### config.mk
export PLATFORM = sky130hd
export DESIGN_NAME = if_fetch
export DESIGN_NICKNAME = d
export VERILOG_FILES = /design/src/rtl/if_fetch.sv
export SDC_FILE = /design/constraint.sdc
export NUM_CORES = 1
export LEC_CHECK = 0
export ABC_AREA = 0
export ABC_CLOCK_PERIOD_IN_PS = 1800
export CAP_MARGIN = 10
export CORE_MARGIN = 8
export CORE_UTILIZATION = 42
export DETAILED_ROUTE_END_ITERATION = 8
export PLACE_DENSITY = 0.73
export SLEW_MARGIN = 20
export SYNTH_ARGS = -nofsm -noshare
export SYNTH_HDL_FRONTEND = slang
export SYNTH_SLANG_ARGS = --single-unit
### constraint.sdc
create_clock -name clk_in -period 1.8 [get_ports clk_in]
set_clock_uncertainty 0.05 [all_clocks]
set_input_delay 0.36 -clock clk_in [delete_from_list [all_inputs] [get_ports clk_in]]
set_output_delay 0.36 -clock clk_in [all_outputs]
set_load 0.05 [all_outputs]
### src/rtl/if_fetch.sv
// Instruction-fetch stage: owns the PC, fetches over a word handshake, redirects on EX jumps.
// Define ICACHE_EN to build the direct-mapped instruction cache; otherwise every fetch misses.
module if_fetch #(
  parameter int unsigned INDEX_W  = 7,
  parameter logic [31:0] RESET_PC = 32'h0
) (
  input  logic        clk_in,
  input  logic        rst_in,
  input  logic        rdy_in,
  input  logic [5:0]  stall_in,
  input  logic        jump_in,
  input  logic [31:0] jump_target_in,
  input  logic        mem_done_in,
  input  logic [31:0] mem_data_in,
  output logic        mem_req_out,
  output logic [31:0] mem_addr_out,
  output logic [31:0] pc_out,
  output logic [31:0] inst_out,
  output logic        inst_valid_out,
  output logic        stall_req_out
);

  localparam logic [0:0] S_IDLE = 1'b0;
  localparam logic [0:0] S_WAIT = 1'b1;

  logic [0:0]  state_q;
  logic [0:0]  state_d;
  logic [31:0] pc_q;
  logic [31:0] pc_d;
  logic        disc_q;
  logic        disc_d;

  logic        req_d;
  logic [31:0] addr_d;
  logic        sreq_d;
  logic [31:0] pco_d;
  logic [31:0] inst_d;
  logic        vld_d;

  logic        stall_if;
  logic        hit;
  logic [31:0] hit_data;
  logic        fill;

  logic        unused_stall;

  assign stall_if     = stall_in[1];
  assign unused_stall = ^{stall_in[5:2], stall_in[0]};

`ifdef ICACHE_EN
  localparam int unsigned TAG_W = 30 - INDEX_W;
  localparam int unsigned LINES = 1 << INDEX_W;

  logic [INDEX_W-1:0] rd_idx;
  logic [INDEX_W-1:0] wr_idx;
  logic [LINES-1:0]   line_v;
  logic [TAG_W-1:0]   line_tag  [LINES];
  logic [31:0]        line_data [LINES];

  assign rd_idx   = pc_q[INDEX_W+1:2];
  assign wr_idx   = mem_addr_out[INDEX_W+1:2];
  assign hit      = line_v[rd_idx] &&
                    (line_tag[rd_idx] == pc_q[31:INDEX_W+2]);
  assign hit_data = line_data[rd_idx];

  always_ff @(posedge clk_in) begin
    if (rst_in) begin
      line_v <= '0;
    end else if (rdy_in && fill) begin
      line_v[wr_idx] <= 1'b1;
    end
  end

  // Tag/data need no reset: the valid bits guard them.
  always_ff @(posedge clk_in) begin
    if (!rst_in && rdy_in && fill) begin
      line_tag[wr_idx]  <= mem_addr_out[31:INDEX_W+2];
      line_data[wr_idx] <= mem_data_in;
    end
  end
`else
  logic [INDEX_W-1:0] unused_idx;
  logic               unused_fill;

  assign unused_idx  = pc_q[INDEX_W+1:2];
  assign unused_fill = fill;
  assign hit         = 1'b0;
  assign hit_data    = mem_data_in;
`endif

  // One-hot event decode, priority already folded in.
  logic i_jump;
  logic i_hold;
  logic i_hit;
  logic i_miss;
  logic w_fill_jump;
  logic w_fill_show;
  logic w_fill_drop;
  logic w_redirect;
  logic w_hold;

  assign i_jump = jump_in;
  assign i_hold = !jump_in && stall_if;
  assign i_hit  = !jump_in && !stall_if && hit;
  assign i_miss = !jump_in && !stall_if && !hit;

  assign w_fill_jump = mem_done_in && jump_in;
  assign w_fill_show = mem_done_in && !jump_in &&
                       !stall_if && !disc_q;
  assign w_fill_drop = mem_done_in && !jump_in &&
                       (stall_if || disc_q);
  assign w_redirect  = !mem_done_in && jump_in;
  assign w_hold      = !mem_done_in && !jump_in;

  always_comb begin
    state_d = state_q;
    pc_d    = pc_q;
    disc_d  = disc_q;
    req_d   = mem_req_out;
    addr_d  = mem_addr_out;
    sreq_d  = stall_req_out;
    pco_d   = pc_out;
    inst_d  = inst_out;
    vld_d   = inst_valid_out;
    fill    = 1'b0;

    unique case (state_q)
      S_IDLE: begin
        unique case (1'b1)
          i_jump: begin
            pc_d  = jump_target_in;
            vld_d = 1'b0;
          end
          i_hold: begin
          end
          i_hit: begin
            pco_d  = pc_q;
            inst_d = hit_data;
            vld_d  = 1'b1;
            pc_d   = pc_q + 32'd4;
          end
          i_miss: begin
            req_d   = 1'b1;
            addr_d  = pc_q;
            sreq_d  = 1'b1;
            vld_d   = 1'b0;
            state_d = S_WAIT;
          end
          default: begin
          end
        endcase
      end

      S_WAIT: begin
        unique case (1'b1)
          w_fill_jump: begin
            fill    = 1'b1;
            req_d   = 1'b0;
            sreq_d  = 1'b0;
            vld_d   = 1'b0;
            pc_d    = jump_target_in;
            disc_d  = 1'b0;
            state_d = S_IDLE;
          end
          w_fill_show: begin
            fill    = 1'b1;
            req_d   = 1'b0;
            sreq_d  = 1'b0;
            pco_d   = mem_addr_out;
            inst_d  = mem_data_in;
            vld_d   = 1'b1;
            pc_d    = pc_q + 32'd4;
            state_d = S_IDLE;
          end
          w_fill_drop: begin
            fill    = 1'b1;
            req_d   = 1'b0;
            sreq_d  = 1'b0;
            vld_d   = 1'b0;
            disc_d  = 1'b0;
            state_d = S_IDLE;
          end
          w_redirect: begin
            // Request stays up; the stale word fills the cache only.
            pc_d   = jump_target_in;
            vld_d  = 1'b0;
            disc_d = 1'b1;
          end
          w_hold: begin
          end
          default: begin
          end
        endcase
      end

      default: begin
      end
    endcase
  end

  always_ff @(posedge clk_in) begin
    if (rst_in) begin
      state_q        <= S_IDLE;
      pc_q           <= RESET_PC;
      disc_q         <= 1'b0;
      mem_req_out    <= 1'b0;
      mem_addr_out   <= 32'h0;
      stall_req_out  <= 1'b0;
      pc_out         <= 32'h0;
      inst_out       <= 32'h0;
      inst_valid_out <= 1'b0;
    end else if (rdy_in) begin
      state_q        <= state_d;
      pc_q           <= pc_d;
      disc_q         <= disc_d;
      mem_req_out    <= req_d;
      mem_addr_out   <= addr_d;
      stall_req_out  <= sreq_d;
      pc_out         <= pco_d;
      inst_out       <= inst_d;
      inst_valid_out <= vld_d;
    end
  end

endmodule

## Yosys cells after proc, flatten, opt, wreduce, memory -nomap -nowiden

Cells that the tools add are included.

- Flip-flop bits (word level): 132
- Bits in latches: 0
- Memory bits (writable): 0
- ROM bits: 0
- Input port bits: 75
- Output and inout port bits: 99
- Logic and storage cells: 58
- Memories kept: 0

- Add/sub/neg operators: 1
- Multiply operators: 0
- Div/mod/pow operators: 0
- Magnitude comparators: 0
- Equal/unequal tests: 7
- Shifts and indexed selects: 0
- Mux-type cells: 17
- Bitwise gates (word level): 1
- Reductions and logical operators: 24

Operator list:

| kind | count |
|---|---|
| 32-bit 2-to-1 mux | 5 |
| 32-bit one-hot mux with 2 select lines | 2 |
| 32-bit by 3-bit adder with 32-bit output, second input constant | 1 |
| 3-bit AND reduction | 6 |
| 1-bit one-hot mux with 2 select lines | 5 |
| 2-bit inequality test, second input constant | 4 |
| 1-bit logical AND | 7 |
| 3-bit by 2-bit inequality test with 1-bit output, second input constant | 2 |
| 2-bit OR reduction | 3 |
| 3-bit OR reduction | 2 |
| 1-bit 2-to-1 mux | 5 |
| 1-bit logical NOT | 4 |
| 2-bit by 1-bit inequality test with 1-bit output, second input constant | 1 |
| 2-bit nonzero test | 1 |
| 1-bit logical OR | 1 |
| 1-bit NOT | 1 |

## Logic depth before layout (Yosys ltp)

Gate-level depths: netlist (run 1).

- Depth in word-level cells: 7
- Mapped depth: 8

## Worst setup path after synthesis (run 1)

No wires, ideal clock.

- Path kind: reg-to-reg
- Start point: register pc_q[2]
- End point: register pc_q[22]
- Arrival time: 1.685 ns
- Required time: 1.671 ns
- Path slack: -0.014 ns
- Stages on the path, launching flop included: 8
- Path buffers: 1
- Clock period less this slack: 1.814 ns
- Path through: dfxtp_1 ha_1 nand4_1 nor2_1 buf_2 nand4_1 or4_1 o211ai_1

- Word-level cells in the longest chain between the ends: 3

Ends and longest elaborated chain:

| element | RTL line | text |
|---|---|---|
| start: declaration | 28 | `logic [31:0] pc_q;` |
| start signal: assignment | 214 | `pc_q <= pc_d;` |
| 32-bit by 3-bit adder with 32-bit output | 172 | `pc_d = pc_q + 32'd4;` |
| 32-bit one-hot mux with 2 select lines | 155 | `unique case (1'b1)` |
| 32-bit one-hot mux with 2 select lines | 127 | `unique case (state_q)` |

No other way between the ends.
A chain may end at the register's enable or synchronous reset.

## Worst setup path in the final report (run 1)

- Start point: register pc_q[3]
- End point: register pc_q[14]

The elaborated chain is that of the path after synthesis.

==> impl_results.md, run 1 <==
- Outcome: finished, final reports clean
- Critical path data arrival time: 2.03 ns
- Synth Area in Compound Gates: 0.197
- DRC viols: 0
- Total wire length: 17800 um
- CP endpoint kind: flip-flop
- Largest net degree at the start of global routing: 61
- Die W: 130 um
- Final Hold Fails: 0
- Ys flop type: dfxtp_1
- Worst-case vdd ir drop: 0.000598 V
- CTS Hold Buffers Added: 0
- CTS tree: built
- Slowest stage cell, crit path: or4_4
- Synth warnings: 0
- Crit path required time: 2.08 ns
- Full die area: 17000 sq um
- Hold path start: rst_in
- CTS Buf Count: 17
- Initial antenna violation count: 1
- Clk slew on worst S/H paths: 0.06 ns
- Final setup viols: 0
- Worst path cell trace: ha_4 -> nand4_1 -> buf_4 -> or4_4 -> nor3_2 -> a21oi_1 -> o32ai_1
- Average wire per standard cell: 15.7 um
- Design area: 8450 sq um
- Slew Viols, Final: 0
- Simple-Gate Fraction of Synth Area: 0.270
- Number of core rows: 42
- Max-cap viol count: 0
- Post-route ant nets: 0
- XOR/XNOR Fraction of Synth Area: 0
- Critical Setup Path Class: flip-flop to flip-flop
- Reg-to-Reg Start: pc_q[3]$_SDFFE_PP0P_
- Die H: 130 um
- Tmin final: 1.76 ns
- Max clock buf depth: 2
- Hold Path Stages: 2
- Achievable Freq: 569 MHz
- Actual slew at the worst max-slew pin: 0.459 ns
- Post-synthesis mux area share: 0.00364
- Vias in the first global route: 5543
- Clock Sinks: 132
- Cells on worst reg2reg path: 7
- Initial Utilization: 0.422
- Pwr Total: 7460 uW
- Fillers: 1161
- Vias post-DR: 5839
- Ratio of cells with drive above 1 in the final layout: 0.262
- Initial drt markers: 355
- First-pass GRT wire length: 27800 um
- Sequential element share of the synthesized area: 0.480
- H-tree Lvls: 4
- Drt pass-1 iters: 5
- GPL Wtd Cong: 0.870
- Core Footprint: 13000 sq um
- Post-synthesis adder-cell area fraction: 0.00227
- Critical Path Fanout Max: 2
- RSZ-0062 raised after global routing: true
- HPWL after detailed placement: 13000 um
- Placed Instances: 1087
- Layout area overhead: 53.5%
- CP startpoint kind: flip-flop
- EDFF count, synth: 0
- Placed cell area: 7640 sq um
- P_leak: 0.00332 uW
- CTS root buffer: clkbuf_16
- Post-route insts no fill: 1131
- Finished Core Util: 0.648
- GRT Resource Usage Total: 0.205
- FF+latch count, synth: 132
- Syn nets: 794
- Skew-Pair Late Insertion Delay: 0.42 ns
- Post-Synthesis Cell Area: 5500 sq um
- Area leader, netlist: dfxtp_1
- Synth cell types: 54
- Worst hold path type: input pin to flip-flop
- Post-Syn Instances: 718
- R2R Setup Slk: 0.04 ns
- Area fraction of the dominant cell type after synthesis: 0.480
- Worst slew margin: 0.694
- Nets@finish: 1018
- Max incr delay on CP: 0.53 ns
- GRT overflow: 0
- Worst reg2reg path endpoint: pc_q[14]$_SDFFE_PP0P_
- Largest family of logic cells by synthesized area: simple AND/OR/NAND/NOR gates
- Avg Vias per Cell: 5.16
- Period utilization: 0.976
- # IOs: 174
- Top post-synthesis cells by area: dfxtp_1 (48%), nand2_1 (15%), a21oi_1 (11%), clkbuf_1 (2.4%), nor2_1 (2.0%)
- Hold Path End: pc_q[23]$_SDFFE_PP0P_
- Pwr dens: 883 nW/um^2
- Port Buf Inserts: 168
- Asr flop ratio synth: 0
- Mean Syn Cell Area: 7.66 sq um
[registers in the layout (all words and copies together), names as in the netlist]
name and flops:
state_q 1, disc_q 1, mem_addr_out 32, pc_q 32, inst_valid_out 1, pc_out 32, stall_req_out 1, inst_out 32
[worst max-delay path by stage]
stage	from	endpoint	slack, ns	depth (start not counted)
floorplan	pc_q[2]$_SDFFE_PP0P_	pc_q[22]$_SDFFE_PP0P_	0.01	7
global placement	jump_in	pc_q[14]$_SDFFE_PP0P_	-0.28	7
detailed placement	jump_in	pc_q[11]$_SDFFE_PP0P_	-0.32	7
CTS	pc_q[2]$_SDFFE_PP0P_	pc_q[24]$_SDFFE_PP0P_	0.02	7
global route	pc_q[2]$_SDFFE_PP0P_	pc_q[22]$_SDFFE_PP0P_	-0.06	7
finish	pc_q[3]$_SDFFE_PP0P_	pc_q[14]$_SDFFE_PP0P_	0.04	7
[cells in the mapped netlist, types with 2 or more instances]
| cell type | count |
|---|---|
| nand2_1 | 220 |
| a21oi_1 | 121 |
| buf_1 | 10 |
| nand2b_1 | 4 |
| nand3_2 | 2 |
| inv_1 | 5 |
| or4_1 | 7 |
| nand4_1 | 14 |
| a311oi_1 | 2 |
| o21a_1 | 4 |
| nor4_1 | 3 |
| a31oi_1 | 8 |
| nor3_1 | 6 |
| o211ai_1 | 5 |
| buf_2 | 10 |
| a21o_1 | 6 |
| nand3_1 | 18 |
| a32oi_1 | 7 |
| o21ai_0 | 15 |
| or3_1 | 3 |
| a211oi_1 | 2 |
| and2_1 | 6 |
| dfxtp_1 | 132 |
| buf_4 | 2 |
| a22oi_1 | 4 |
| o21ai_1 | 3 |
| clkbuf_1 | 35 |
| and3_1 | 3 |
| o32ai_1 | 3 |
| o22ai_1 | 2 |
| mux2i_1 | 2 |
| and4_1 | 3 |
| nor2_1 | 30 |
[repair_timing]
action / CTS / global route
endpoints found under the setup margin: 1 / 17
resized for setup: 0 / 17
buffers inserted: 0 / 12
pin swaps: 1 / 8
[where the power goes]
group / internal (uW) / total, uW / switching [uW] / leakage, uW
Clock: 2530 / 3820 / 1290 / 0.000316
Sequential: 2970 / 3020 / 44.3 / 0.00107
Combinational: 312 / 621 / 309 / 0.00193
[logic make-up after synthesis]
| kind of cell | count (synthesis) |
|---|---|
| and+or+nand+nor | 331 |
| AOI/OAI and AO/OA | 189 |
| buffers and inverters | 63 |
| DFF | 132 |
| adders and majority gates | 1 |
| muxes | 2 |
[layout make-up]
| type | instances | area [sq um] | area share |
|---|---|---|---|
| tap | 176 | 220 | 0.0261 |
| timing repair buffer | 262 | 2230 | 0.265 |
| sequential | 132 | 2650 | 0.314 |
| clock buffer | 19 | 453 | 0.0536 |
| antenna | 1 | 2.50 | 0.000296 |
| clock inverter | 12 | 201 | 0.0238 |
| inverter | 6 | 22.5 | 0.00267 |
| multi-input combinational | 523 | 2660 | 0.315 |
[worst max-delay path: cells and delay by family, from the launching register on]
| family | cells | cell delay [ns] |
|---|---|---|
| buffers and inverters | 1 | 0.17 |
| AND/OR/NAND/NOR | 3 | 0.80 |
| adder cells (fa/ha/maj) | 1 | 0.14 |
| AO/OA/AOI/OAI | 2 | 0.17 |
| flip-flops | 1 | 0.35 |
[metrics by stage]
stage / setup TNS [ns] / hold WS (ns) / worst slack [ns]
after floorplan: 0 / 0.382 / 0.0114
after global placement: -24.51 / 0.391 / -0.279
after detailed placement: -28.63 / 0.397 / -0.324
after CTS: 0 / 0.161 / 0.0190
after global routing: -0.144 / 0.177 / -0.0585
final: 0 / 0.179 / 0.0428
[metal layers]
layer,GRT usage,routed length [um],vias to the layer above
li1,-,-,2916
met1,0.258,7820,2722
met2,0.337,8390,183
met3,0.0495,1330,18
met4,0.0709,206,0
met5,0,0,-
[layout by cell type (no fill, tap or decap), types with 5 or more instances in the layout]
cell type,instances
nand2_1,219
buf_4,185
dfxtp_1,127
a21oi_1,121
clkdlybuf4s50_1,67
nor2_1,30
nand3_1,17
clkbuf_16,17
o21ai_0,15
nand4_1,14
a31oi_1,8
a32oi_1,7
buf_12,7
or4_1,6
a21o_1,6
o211ai_1,5
and2_1,5
inv_1,5
nor3_1,5
bufinv_16,5
No activity file was read; power rests on OpenSTA's default activity.
==> run 2, diff against run 1 <==
CORE_UTILIZATION = 57   (was 42)
DONT_BUFFER_PORTS = 1   (was default)
==> run 2 against run 1 <==
The flow now finishes with violations (hold timing, setup timing). Sequential power rose by 1%. Count of clock-buffer cells in the layout rose by 1. Sequential share of layout area rose by 8.3 points. Non-clock buffer count fell by 202. First-iteration DRC count rose by 82%. Critical path type unchanged. Largest power group unchanged.
==> impl_results.md, run 2 (synthesis results as in run 1) <==
- Worst path cell trace: ha_4 -> nand4_1 -> nor2_1 -> buf_4 -> nand4_1 -> or4_1 -> o211ai_1 (was ha_4 -> nand4_1 -> buf_4 -> or4_4 -> nor3_2 -> a21oi_1 -> o32ai_1)
- Max-cap viol count: 0 (unchanged)
- Critical Path Fanout Max: 7 (was 2)
- Diodes inserted: 0 (was 1)
- Full die area: 13100 sq um (was 17000 sq um)
- Initial antenna violation count: 0 (was 1)
- Pwr dens: 1050 nW/um^2 (was 883 nW/um^2)
- Worst hold path type: input pin to flip-flop (unchanged)
- First-pass GRT wire length: 25400 um (was 27800 um)
- CTS Hold Buffers Added: 5 (was 0)
- Average wire per standard cell: 18.3 um (was 15.7 um)
- HPWL after detailed placement: 11200 um (was 13000 um)
- CP startpoint kind: flip-flop (unchanged)
- RSZ-0062 raised after global routing: true (unchanged)
- CTS tree: built (unchanged)
- Fillers: 788 (was 1161)
- P_leak: 0.00232 uW (was 0.00332 uW)
- Commonest non-fill, non-tap cells in the layout: nand2_1 (219), dfxtp_1 (130), a21oi_1 (121) (was nand2_1 (219), buf_4 (185), dfxtp_1 (127))
- Critical path data arrival time: 2.19 ns (was 2.03 ns)
- Vias in the first global route: 4933 (was 5543)
- Slew Viols, Final: 0 (unchanged)
- Drt pass-1 iters: 6 (was 5)
- Tmin final: 1.80 ns (was 1.76 ns)
- Outcome: finished with violations (was finished, final reports clean)
- Clk slew on worst S/H paths: 0.06 ns (about the same)
- CP endpoint kind: flip-flop (unchanged)
- Met2 Wirelength: 7980 um (was 8390 um)
- Post-route ant nets: 0 (unchanged)
- Finished Core Util: 0.698 (was 0.648)
- Largest net degree at the start of global routing: 138 (was 61)
- Vias post-DR: 5240 (was 5839)
- Top Layer Used: met4 (unchanged)
- Hold Path End: pc_q[18]$_SDFFE_PP0P_ (was pc_q[23]$_SDFFE_PP0P_)
- WL met3: 1560 um (was 1330 um)
- Number of core rows: 36 (was 42)
- Initial drt markers: 645 (was 355)
- GRT Resource Usage Total: 0.242 (was 0.205)
- H-tree Lvls: 4 (unchanged)
- Port Buf Inserts: 0 (was 168)
- Worst reg2reg path endpoint: pc_q[22]$_SDFFE_PP0P_ (was pc_q[14]$_SDFFE_PP0P_)
- Max incr delay on CP: 0.43 ns (was 0.53 ns)
- Actual slew at the worst max-slew pin: 0.587 ns (was 0.459 ns)
- Skew-Pair Late Insertion Delay: 0.51 ns (was 0.42 ns)
- Ratio of cells with drive above 1 in the final layout: 0.143 (was 0.262)
- R2R Setup Slk: -0.0006 ns (was 0.04 ns)
- Pwr Total: 6980 uW (was 7460 uW)
- # IOs: 174 (unchanged)
- Initial Utilization: 0.576 (was 0.422)
- Crit path required time: 2.19 ns (was 2.08 ns)
- Final worst slack: -0.000637 ns (was 0.0428 ns)
- Most used cell, CP: nand4_1
- Core Footprint: 9550 sq um (was 13000 sq um)
- Avg Vias per Cell: 5.91 (was 5.16)
- Cells on worst reg2reg path: 7 (unchanged)
- Die H: 114 um (was 130 um)
- Final setup viols: 1 (was 0)
- Critical Setup Path Class: flip-flop to flip-flop (unchanged)
- Failing checks: hold timing, setup timing
- Nets@finish: 816 (was 1018)
- Slowest stage cell, crit path: or4_1 (was or4_4)
- Fin Setup TNS: -0.000637 ns (was 0 ns)
- Reg-to-Reg Start: pc_q[2]$_SDFFE_PP0P_ (was pc_q[3]$_SDFFE_PP0P_)
- Clock Sinks: 132 (unchanged)
- Dpl ws: -0.199 ns (was -0.324 ns)
- CTS root buffer: clkbuf_8 (was clkbuf_16)
- Final Hold Fails: 125 (was 0)
- Layout area overhead: 21.1% (was 53.5%)
- M1 WL: 6520 um (was 7820 um)
- DRC viols: 0 (unchanged)
- Total wire length: 16300 um (was 17800 um)
- Max clock buf depth: 2 (unchanged)
- Achievable Freq: 555 MHz (was 569 MHz)
- Hold Path Stages: 1 (was 2)
- Worst-case vdd ir drop: 0.000596 V (was 0.000598 V)
- GPL Wtd Cong: 0.851 (was 0.870)
- Worst slew margin: 0.608 (was 0.694)
- Worst hold slack: -0.139 ns (was 0.179 ns)
- CTS Buf Count: 17 (unchanged)
- GRT overflow: 0 (unchanged)
- Hold path start: rst_in (unchanged)
- Critical Path Start: pc_q[2]$_SDFFE_PP0P_ (was pc_q[3]$_SDFFE_PP0P_)
- Period utilization: 1.00 (was 0.976)
- Die W: 114 um (was 130 um)
- Commonest non-fill, non-tap cell in the layout: nand2_1 (unchanged)
## run 2: per-stage QoR
stage | hold WS (ns) | cells | area (sq um)
detailed placement | 0.393 | 844 | 5880
floorplan | 0.382 | 718 | 5510
CTS | -0.151 | 881 | 6560
finish | -0.139 | 886 | 6660
global placement | 0.386 | 844 | 5880
global route | -0.162 | 886 | 6660
## run 2: how the worst max path moves through the flow
stage / depth (start not counted) / slack [ns] / endpoint
after floorplan: 7 / 0.01 / pc_q[22]$_SDFFE_PP0P_
after global placement: 5 / -0.06 / pc_q[14]$_SDFFE_PP0P_
after detailed placement: 5 / -0.20 / pc_q[12]$_SDFFE_PP0P_
after CTS: 8 / 0.006 / pc_q[12]$_SDFFE_PP0P_
after global routing: 8 / -0.05 / pc_q[12]$_SDFFE_PP0P_
final: 7 / -0.0006 / pc_q[22]$_SDFFE_PP0P_
## run 2: final cells by class
type | count | area, sq um | area share
inverter | 6 | 22.5 | 0.00338
timing repair buffer | 60 | 537 | 0.0805
clock buffer | 20 | 445 | 0.0668
multi-input combinational | 523 | 2670 | 0.401
sequential | 132 | 2650 | 0.397
clock inverter | 12 | 178 | 0.0267
tap | 133 | 166 | 0.0250
## run 2: what timing repair did
item,in CTS,in global routing
setup buffers,0,5
endpoints found under the hold margin,131,126
pin swaps,0,3
gates resized for setup,2,14
endpoints found under the setup margin,25,23
## run 2: layer usage
metal | global-route usage | vias up
met1 | 0.287 | 2498
met3 | 0.0860 | 15
li1 | - | 2520
met2 | 0.397 | 207
met4 | 0.0825 | 0
met5 | 0 | -
## run 2: where the power goes
part	switching, uW	leakage (uW)	internal [uW]
combinational	172	0.000948	145
sequential	87.2	0.00107	2970
clock	1270	0.000305	2330
## run 2: worst max-delay path, delay by kind of cell, from the launching register on
family | cells | cell delay (ns)
simple gates | 4 | 0.90
fa+ha+maj | 1 | 0.14
buf+inv | 1 | 0.18
flops | 1 | 0.36
compound gates | 1 | 0.10
==> run 3, diff against run 2 <==
SLEW_MARGIN = default   (was 20)
==> results of run 3 <==
Final layout, timing and power as in run 2 (identical DEF).
